**src/rtl/div_pkg.sv**
```systemverilog
// Shared types and defaults for the sequential unsigned divider.
package div_pkg;

    typedef enum logic [1:0] {
        IDLE = 2'd0,
        RUN  = 2'd1,
        DONE = 2'd2
    } div_state_t;

    localparam int unsigned DIV_WIDTH_DEFAULT = 4;

endpackage

```
**src/rtl/div_step.sv**
```systemverilog
// One restoring shift-subtract step: shift in a dividend bit, subtract the divisor if it fits.
module div_step #(
    parameter int unsigned WIDTH = 4
) (
    input  logic [WIDTH-1:0] r_in,
    input  logic             bit_in,
    input  logic [WIDTH-1:0] divisor,
    output logic [WIDTH-1:0] r_out,
    output logic             q_bit
);

    logic [WIDTH:0] r_shift;
    logic [WIDTH:0] r_diff;

    always_comb begin
        r_shift = {r_in, bit_in};
        r_diff  = r_shift - {1'b0, divisor};
        if (r_shift >= {1'b0, divisor}) begin
            // r_in < divisor, so the difference always fits back into WIDTH bits
            r_out = r_diff[WIDTH-1:0];
            q_bit = 1'b1;
        end else begin
            r_out = r_shift[WIDTH-1:0];
            q_bit = 1'b0;
        end
    end

endmodule

```
**src/rtl/divider_unsigned4_seq.sv**
```systemverilog
// Sequential unsigned divider: one restoring step per cycle with a start/busy/done handshake.
module divider_unsigned4_seq
    import div_pkg::*;
#(
    parameter int unsigned WIDTH = DIV_WIDTH_DEFAULT
) (
    input  logic             clk,
    input  logic             rst_n,
    input  logic             start,
    input  logic [WIDTH-1:0] a,
    input  logic [WIDTH-1:0] b,
    output logic             busy,
    output logic             done,
    output logic [WIDTH-1:0] quotient,
    output logic [WIDTH-1:0] remainder,
    output logic             div_by_zero
);

    localparam int unsigned CW = (WIDTH > 1) ? $clog2(WIDTH) : 1;
    localparam logic [CW-1:0] LAST_STEP = CW'(WIDTH - 1);

    div_state_t       state_q, state_d;
    logic [CW-1:0]    cnt_q, cnt_d;
    logic [WIDTH-1:0] dividend_q, dividend_d;
    logic [WIDTH-1:0] divisor_q, divisor_d;
    logic [WIDTH-1:0] rem_q, rem_d;
    logic [WIDTH-1:0] quo_q, quo_d;
    logic [WIDTH-1:0] quotient_q, quotient_d;
    logic [WIDTH-1:0] remainder_q, remainder_d;
    logic             dbz_q, dbz_d;

    logic [WIDTH-1:0] step_r;
    logic             step_q;

    // Dividend is shifted left each step, so its MSB is always the next bit to bring down.
    div_step #(
        .WIDTH (WIDTH)
    ) u_step (
        .r_in    (rem_q),
        .bit_in  (dividend_q[WIDTH-1]),
        .divisor (divisor_q),
        .r_out   (step_r),
        .q_bit   (step_q)
    );

    always_comb begin
        state_d     = state_q;
        cnt_d       = cnt_q;
        dividend_d  = dividend_q;
        divisor_d   = divisor_q;
        rem_d       = rem_q;
        quo_d       = quo_q;
        quotient_d  = quotient_q;
        remainder_d = remainder_q;
        dbz_d       = dbz_q;

        case (state_q)
            IDLE, DONE: begin
                state_d = IDLE;
                if (start) begin
                    if (b == '0) begin
                        state_d     = DONE;
                        quotient_d  = '1;
                        remainder_d = a;
                        dbz_d       = 1'b1;
                    end else begin
                        state_d    = RUN;
                        dividend_d = a;
                        divisor_d  = b;
                        rem_d      = '0;
                        quo_d      = '0;
                        cnt_d      = '0;
                    end
                end
            end
            RUN: begin
                dividend_d = dividend_q << 1;
                rem_d      = step_r;
                quo_d      = {quo_q[WIDTH-2:0], step_q};
                cnt_d      = cnt_q + 1'b1;
                if (cnt_q == LAST_STEP) begin
                    state_d     = DONE;
                    quotient_d  = {quo_q[WIDTH-2:0], step_q};
                    remainder_d = step_r;
                    dbz_d       = 1'b0;
                end
            end
            default: state_d = IDLE;
        endcase
    end

    always_ff @(posedge clk) begin
        if (!rst_n) begin
            state_q     <= IDLE;
            cnt_q       <= '0;
            dividend_q  <= '0;
            divisor_q   <= '0;
            rem_q       <= '0;
            quo_q       <= '0;
            quotient_q  <= '0;
            remainder_q <= '0;
            dbz_q       <= 1'b0;
        end else begin
            state_q     <= state_d;
            cnt_q       <= cnt_d;
            dividend_q  <= dividend_d;
            divisor_q   <= divisor_d;
            rem_q       <= rem_d;
            quo_q       <= quo_d;
            quotient_q  <= quotient_d;
            remainder_q <= remainder_d;
            dbz_q       <= dbz_d;
        end
    end

    assign busy        = (state_q == RUN);
    assign done        = (state_q == DONE);
    assign quotient    = quotient_q;
    assign remainder   = remainder_q;
    assign div_by_zero = dbz_q;

endmodule

```
**config.mk**
```make
export PLATFORM = sky130hd
export DESIGN_NAME = divider_unsigned4_seq
export DESIGN_NICKNAME = d
export VERILOG_FILES = /design/src/rtl/div_pkg.sv /design/src/rtl/div_step.sv /design/src/rtl/divider_unsigned4_seq.sv
export SDC_FILE = /design/constraint.sdc
export NUM_CORES = 1
export LEC_CHECK = 0
export BUFFER_PORTS_ARGS = -buffer_cell sky130_fd_sc_hd__buf_4
export CORE_AREA = 5 5 60 83
export DETAILED_ROUTE_END_ITERATION = 7
export DIE_AREA = 0 0 65 88
export HOLD_SLACK_MARGIN = 0.06
export PLACE_DENSITY = 0.61
export SYNTH_ARGS = -nofsm -noshare
export SYNTH_HDL_FRONTEND = slang
export SYNTH_SLANG_ARGS = --single-unit
```
**constraint.sdc**
```tcl
create_clock -name clk -period 2.4 [get_ports clk]
set_input_delay 0.24 -clock clk [delete_from_list [all_inputs] [get_ports clk]]
set_output_delay 0.24 -clock clk [all_outputs]
set_load 0.01 [all_outputs]
```
Word level (Yosys, flattened, before mapping) --
Cells that the tools add are included. Widths: inputs -> output; s select.
Word-level totals: register bits after elaboration 28, bits in latches 0, RAM bits 0, memory bits (read-only) 0, input port bits 11, output and inout port bits 11, memories 0
Cells by class: add/sub/neg operators 2, $mul 0, div/mod/pow operators 0, magnitude comparators 1, eq/ne operators 7, shift-type cells 0, muxes and demuxes 28, bitwise operators 1, reduce and logical (&&, ||, !) cells 7
Operator list (count):
- $mux 4 | 11
- $pmux 4 s2 | 4
- $mux 2 | 5
- $pmux 2 s2 | 2
- $ne 2x2->1 const B | 3
- $pmux 3 s2 | 1
- $reduce_and 3->1 | 2
- $ge 5x4->1 | 1
- $eq 2x2->1 const B | 2
- $logic_not 4->1 | 1
- $mux 1 | 4
- $reduce_and 4->1 | 1
- $sub 4x4->4 | 1
- $add 2x1->2 const B | 1
- $eq 2x1->1 const B | 1
- $logic_not 2->1 | 1
- $ne 2x1->1 const B | 1
- $pmux 1 s2 | 1
- $reduce_bool 2->1 | 1
- $reduce_or 2->1 | 1
- $not 1->1 | 1

Longest topological paths before layout --
word-level depth 4, depth in mapped cells 8, depth with buffers taken out 8

Modules after synthesis --
A second synthesis with hierarchy kept.
Second synthesis, totals: cell total of the unflattened synthesis 154, area, all modules 1395.1 sq um
By module, submodules not included:
- divider_unsigned4_seq | times used 1, cells an instance 126, area each 1171.1 sq um, seq. area each 560.5 sq um
- div_step | times used 1, cells an instance 28, area each 224.0 sq um, seq. area each 0.0 sq um

Worst setup path after synthesis --
Ideal clock, no wire load.
path type register to register, from reg divisor_q[2], to reg rem_q[3], arrival 1449 ps, required time 2283 ps, setup slack 834 ps, cell stages (with the launch flop) 8, clock period less this slack 1566 ps, cell sequence dfxtp_1 -> inv_1 -> ha_1 -> o21ai_0 -> and2_1 -> o21ai_0 -> o211ai_1 -> a32o_1
On the way: cells in the longest elaborated chain, start to end 3, elaborated cells on any way between the ends 4, classes of those cells 1 x add/sub; 1 x order compare; 2 x mux
Ends and longest elaborated chain:
- start, declared | line divider_unsigned4_seq.sv:25 | logic [WIDTH-1:0] divisor_q, divisor_d;
- start signal, assigned | line divider_unsigned4_seq.sv:107 | divisor_q <= divisor_d;
- $sub 4x4->4 / $ge 5x4->1 (equally long branches) | line div_step.sv:17, div_step.sv:18
- $mux 4 * | line div_step.sv:18 | if (r_shift >= {1'b0, divisor}) begin
- $pmux 4 s2 * | line divider_unsigned4_seq.sv:57 | case (state_q)
- end signal, assigned | line divider_unsigned4_seq.sv:108 | rem_q <= rem_d;
- end, declared | line divider_unsigned4_seq.sv:26 | logic [WIDTH-1:0] rem_q, rem_d;
Mark *: on every way between the ends. The rest lies on a longest branch, timed or not. A chain may end at the register's enable or synchronous reset.

Worst setup path in the final report --
from reg rem_q[1], to reg rem_q[1]
On the way: cells in the longest elaborated chain, start to end 3
Ends and longest elaborated chain (line):
- $ge 5x4->1 | div_step.sv:18
- $mux 4 | div_step.sv:18
- $pmux 4 s2 | divider_unsigned4_seq.sv:57
Every way passes these cells.

==> run_results.csv <==
group,metric,value,unit
run_status,status,"completed",
grt,antenna_found_initial,0,
flow_run,drv_cap,0,
sta,max_slew_margin,59.4,%
sta,period_minus_slack,1.76,ns
sta,tightest_slew,0.606,ns
setup_path,worstSetupStartpointType,"flop",
detailed_routing,routed_wl,3080,um
setup_path,critical_path.max_fanout,5,
synthesis,synth_xor_area_share,1.26,%
pwr,power,1.02,mW
synthesis,async_flop_share,0,%
synthesis,synth_top_flop_cell,"dfxtp_1",
setup_path,end_kind,"flop",
sta,timing.setup.tns,0,ns
clock_network,clkLatencyLatePin,0.27,ns
sta,slew_violations,0,
detailed_routing,drc,0,
synthesis,synth_compound_area_share,22.3,%
setup_path,critPathLaunch,"rem_q[1]",
floorplanning,fp.coreArea,4170,um2
synthesis,ys_warn_count,0,
clock_network,cts_root_buffer,"clkbuf_8",
pwr,vdd_drop_max,0.177,mV
setup_path,r2r_end,"rem_q[1]",
detailed_routing,drtAntennaViolNets,0,
worst_hold_path,hold_depth,3,
setup_path,cp_top_family,"simple AND/OR/NAND/NOR gates",
setup_path,worstPathRequired,2.56,ns
setup_path,cpMaxStageDelayCell,"ha_1",
detailed_routing,dr_total_vias,1149,
floorplanning,io_pins,22,
final_layout,layout-area-overhead-vs-synth,16.4,%
worst_hold_path,hp-class,"input port to flop",
detailed_routing,viasPerCell,5.06,
floorplanning,die_h,88,um
synthesis,synth_top_family_by_area,"simple AND/OR/NAND/NOR gates",
synthesis,synthAdderAreaFrac,5.95,%
final_layout,seq_area,561,um2
floorplanning,num_rows,28,
detailed_routing,drt-wirelength-per-cell,13.6,um
setup_path,cp_data_arrival_time,1.92,ns
final_layout,multi_input_area,752,um2
final_layout,n_fill_cell,443,
sta,finalSetupViolations,0,
worst_hold_path,hold_end,"dividend_q[0]",
grt,grt_usage,11.9,%
placed_design,gp_congestion,0.789,
clock_network,holdBufCountCts,0,
sta,skew,0.00121,ns
synthesis,netlist_instances,161,
sta,min_period_over_period,73.3,%
synthesis,synth_seq_cells,28,
clock_network,cts_resized,0,
grt,grt_pass1_wl,5290,um
setup_path,worst-path-buf-inv,0,
grt,grt_pass1_vias,1123,
synthesis,yosysUniqueCellTypes,39,
clock_network,clockBufferDepth,2,
setup_path,r2r_cells,6,
pwr,power_density,630,nW/um2
final_layout,diodes,0,
sta,rsz0062_at_grt,"false",
floorplanning,die_w,65,um
pwr,p_leak,0.664,nW
placed_design,dp_hpwl,2390,um
setup_path,timing.rr.start,"rem_q[1]",
setup_path,rrSetupSlack,0.64,ns
clock_network,tritoncts,"yes",
clock_network,cts_buffers,3,
clock_network,htreeDepth,1,
setup_path,crit_chain,"ha_1 > o21ai_0 > and2_1 > nor2_2 > mux2i_1 > a21oi_1",
final_layout,drive_above_1_share,18.7,%
floorplanning,die-area,5720,um2
synthesis,syn_area,1390,um2
detailed_routing,drtIter0Drc,41,
floorplanning,start_util,33.3,%
clock_network,clkSinkCount,28,
worst_hold_path,worstHoldStart,"a[0]",
setup_path,cpPeakStageDelay,0.38,ns
setup_path,path_class,"flop to flop",
synthesis,synth-simple-area-share,24.0,%
sta,hold_viol,0,
final_layout,nets,200,
detailed_routing,drt-pass1-iter-count,4,
placed_design,port_buffers,21,
grt,grt_overflow,0,
sta,timing.fmax,568,MHz
synthesis,syn_nets,178,
synthesis,synthMuxAreaShare,0.721,%
clock_network,post_cts_buffers,0,
grt,grt_max_degree,30,
synthesis,synth_enable_flop_cells,0,
synthesis,avgSynthCellArea,8.62,um2
synthesis,ys_seq_area_share,40.4,%
clock_network,cts.clk_slew.worst_paths,0.09,ns
## routing by layer
metal	vias up	track usage, %	part of all wire [%]
met5	-	0	0
met4	0	4.62	1.1
met3	2	1.28	3.2
met2	14	23.2	55
met1	532	12.9	40
li1	601	-	-
## stage by stage
step           utilization (%)  area (um2)  hold WS, ns  instances  setup WS [ns]
2_1_floorplan                -        1390        0.385        161          0.834
3_3_place_gp              37.4        1560        0.444        223          0.660
3_5_place_dp              37.4        1560        0.451        223          0.670
4_1_cts                   38.7        1620        0.228        227          0.646
5_1_grt                   38.7        1620        0.241        227          0.494
6_report                  38.7        1620        0.231        227          0.640
## cells in the mapped netlist, types with 2 or more instances
library cell	number	area share [%]
dfxtp_1	28	40
nand2_1	25	6.8
a21oi_1	12	4.3
o21ai_0	10	3.6
a21boi_0	9	4.9
nor2_1	9	2.4
nand3_1	8	2.9
nor2b_1	7	3.2
a22oi_1	6	3.2
inv_1	6	1.6
ha_1	5	4.5
o211ai_1	3	1.6
a31oi_1	2	0.90
and2_1	2	0.90
nor2_4	2	1.6
nor4_1	2	0.90
o21a_1	2	1.1
xnor2_1	2	1.3
## worst register-to-register path, cell delays in order, from the launching register on
cell     delay (ns)
dfxtp_1        0.36
ha_1           0.39
o21ai_0        0.12
and2_1         0.19
nor2_2         0.21
mux2i_1        0.29
a21oi_1        0.09
## layout make-up
type	count	area share [%]
multi-input combinational	121	46.6
clock buffer	4	3.41
timing repair buffer	22	10.2
inverter	7	1.63
tap	45	3.49
sequential	28	34.7
## worst max-delay path by stage
stage	slack, ns	depth (start not counted)	endpoint
after floorplan	0.83	7	rem_q[3]
after global placement	0.66	7	rem_q[1]
after detailed placement	0.67	7	rem_q[1]
after CTS	0.65	6	rem_q[1]
after global routing	0.49	7	remainder[0]
final	0.64	6	rem_q[1]
## registers in the layout (all words and copies together) (netlist names)
signal and flops:
quo_q 3, divisor_q 4, div_by_zero 1, rem_q 4, quotient 4, dividend_q 4
state_q 2, remainder 4, cnt_q 2
## cells in the final DEF (no fill, tap or decap)
cell type,n
a22oi_1,6
a31oi_1,2
nand2b_2,1
nand2b_1,1
nor2_1,9
buf_4,22
a21o_1,1
and2_1,2
o21ai_0,10
or4_1,1
mux2i_1,1
or4_4,1
xnor2_1,2
nor2_4,2
nand2_2,1
nand3_1,8
a21oi_1,12
inv_1,6
nand2_1,25
a32o_1,1
a21boi_0,9
o21a_1,2
nor2b_1,7
clkbuf_8,4
fa_1,1
nor2_2,1
clkinv_1,1
and3_1,1
dfxtp_1,28
nand2_4,1
o211ai_1,3
o2bb2ai_1,1
and2b_4,1
ha_1,5
nor4_1,2
o211a_1,1
## logic make-up after synthesis
logic type / after synthesis
AND/OR/NAND/NOR: 64
multiplexers: 1
AO/OA/AOI/OAI: 48
adder cells (fa/ha/maj): 6
XOR/XNOR: 2
flip-flops: 28
buffers and inverters: 12
## power by group
part / internal (mW) / total (mW) / switching, mW
sequential: 0.488 / 0.506 / 0.0176
combinational: 0.0958 / 0.225 / 0.129
clock: 0.147 / 0.287 / 0.140
total: 0.731 / 1.02 / 0.287
(Power assumes the default switching activity.)
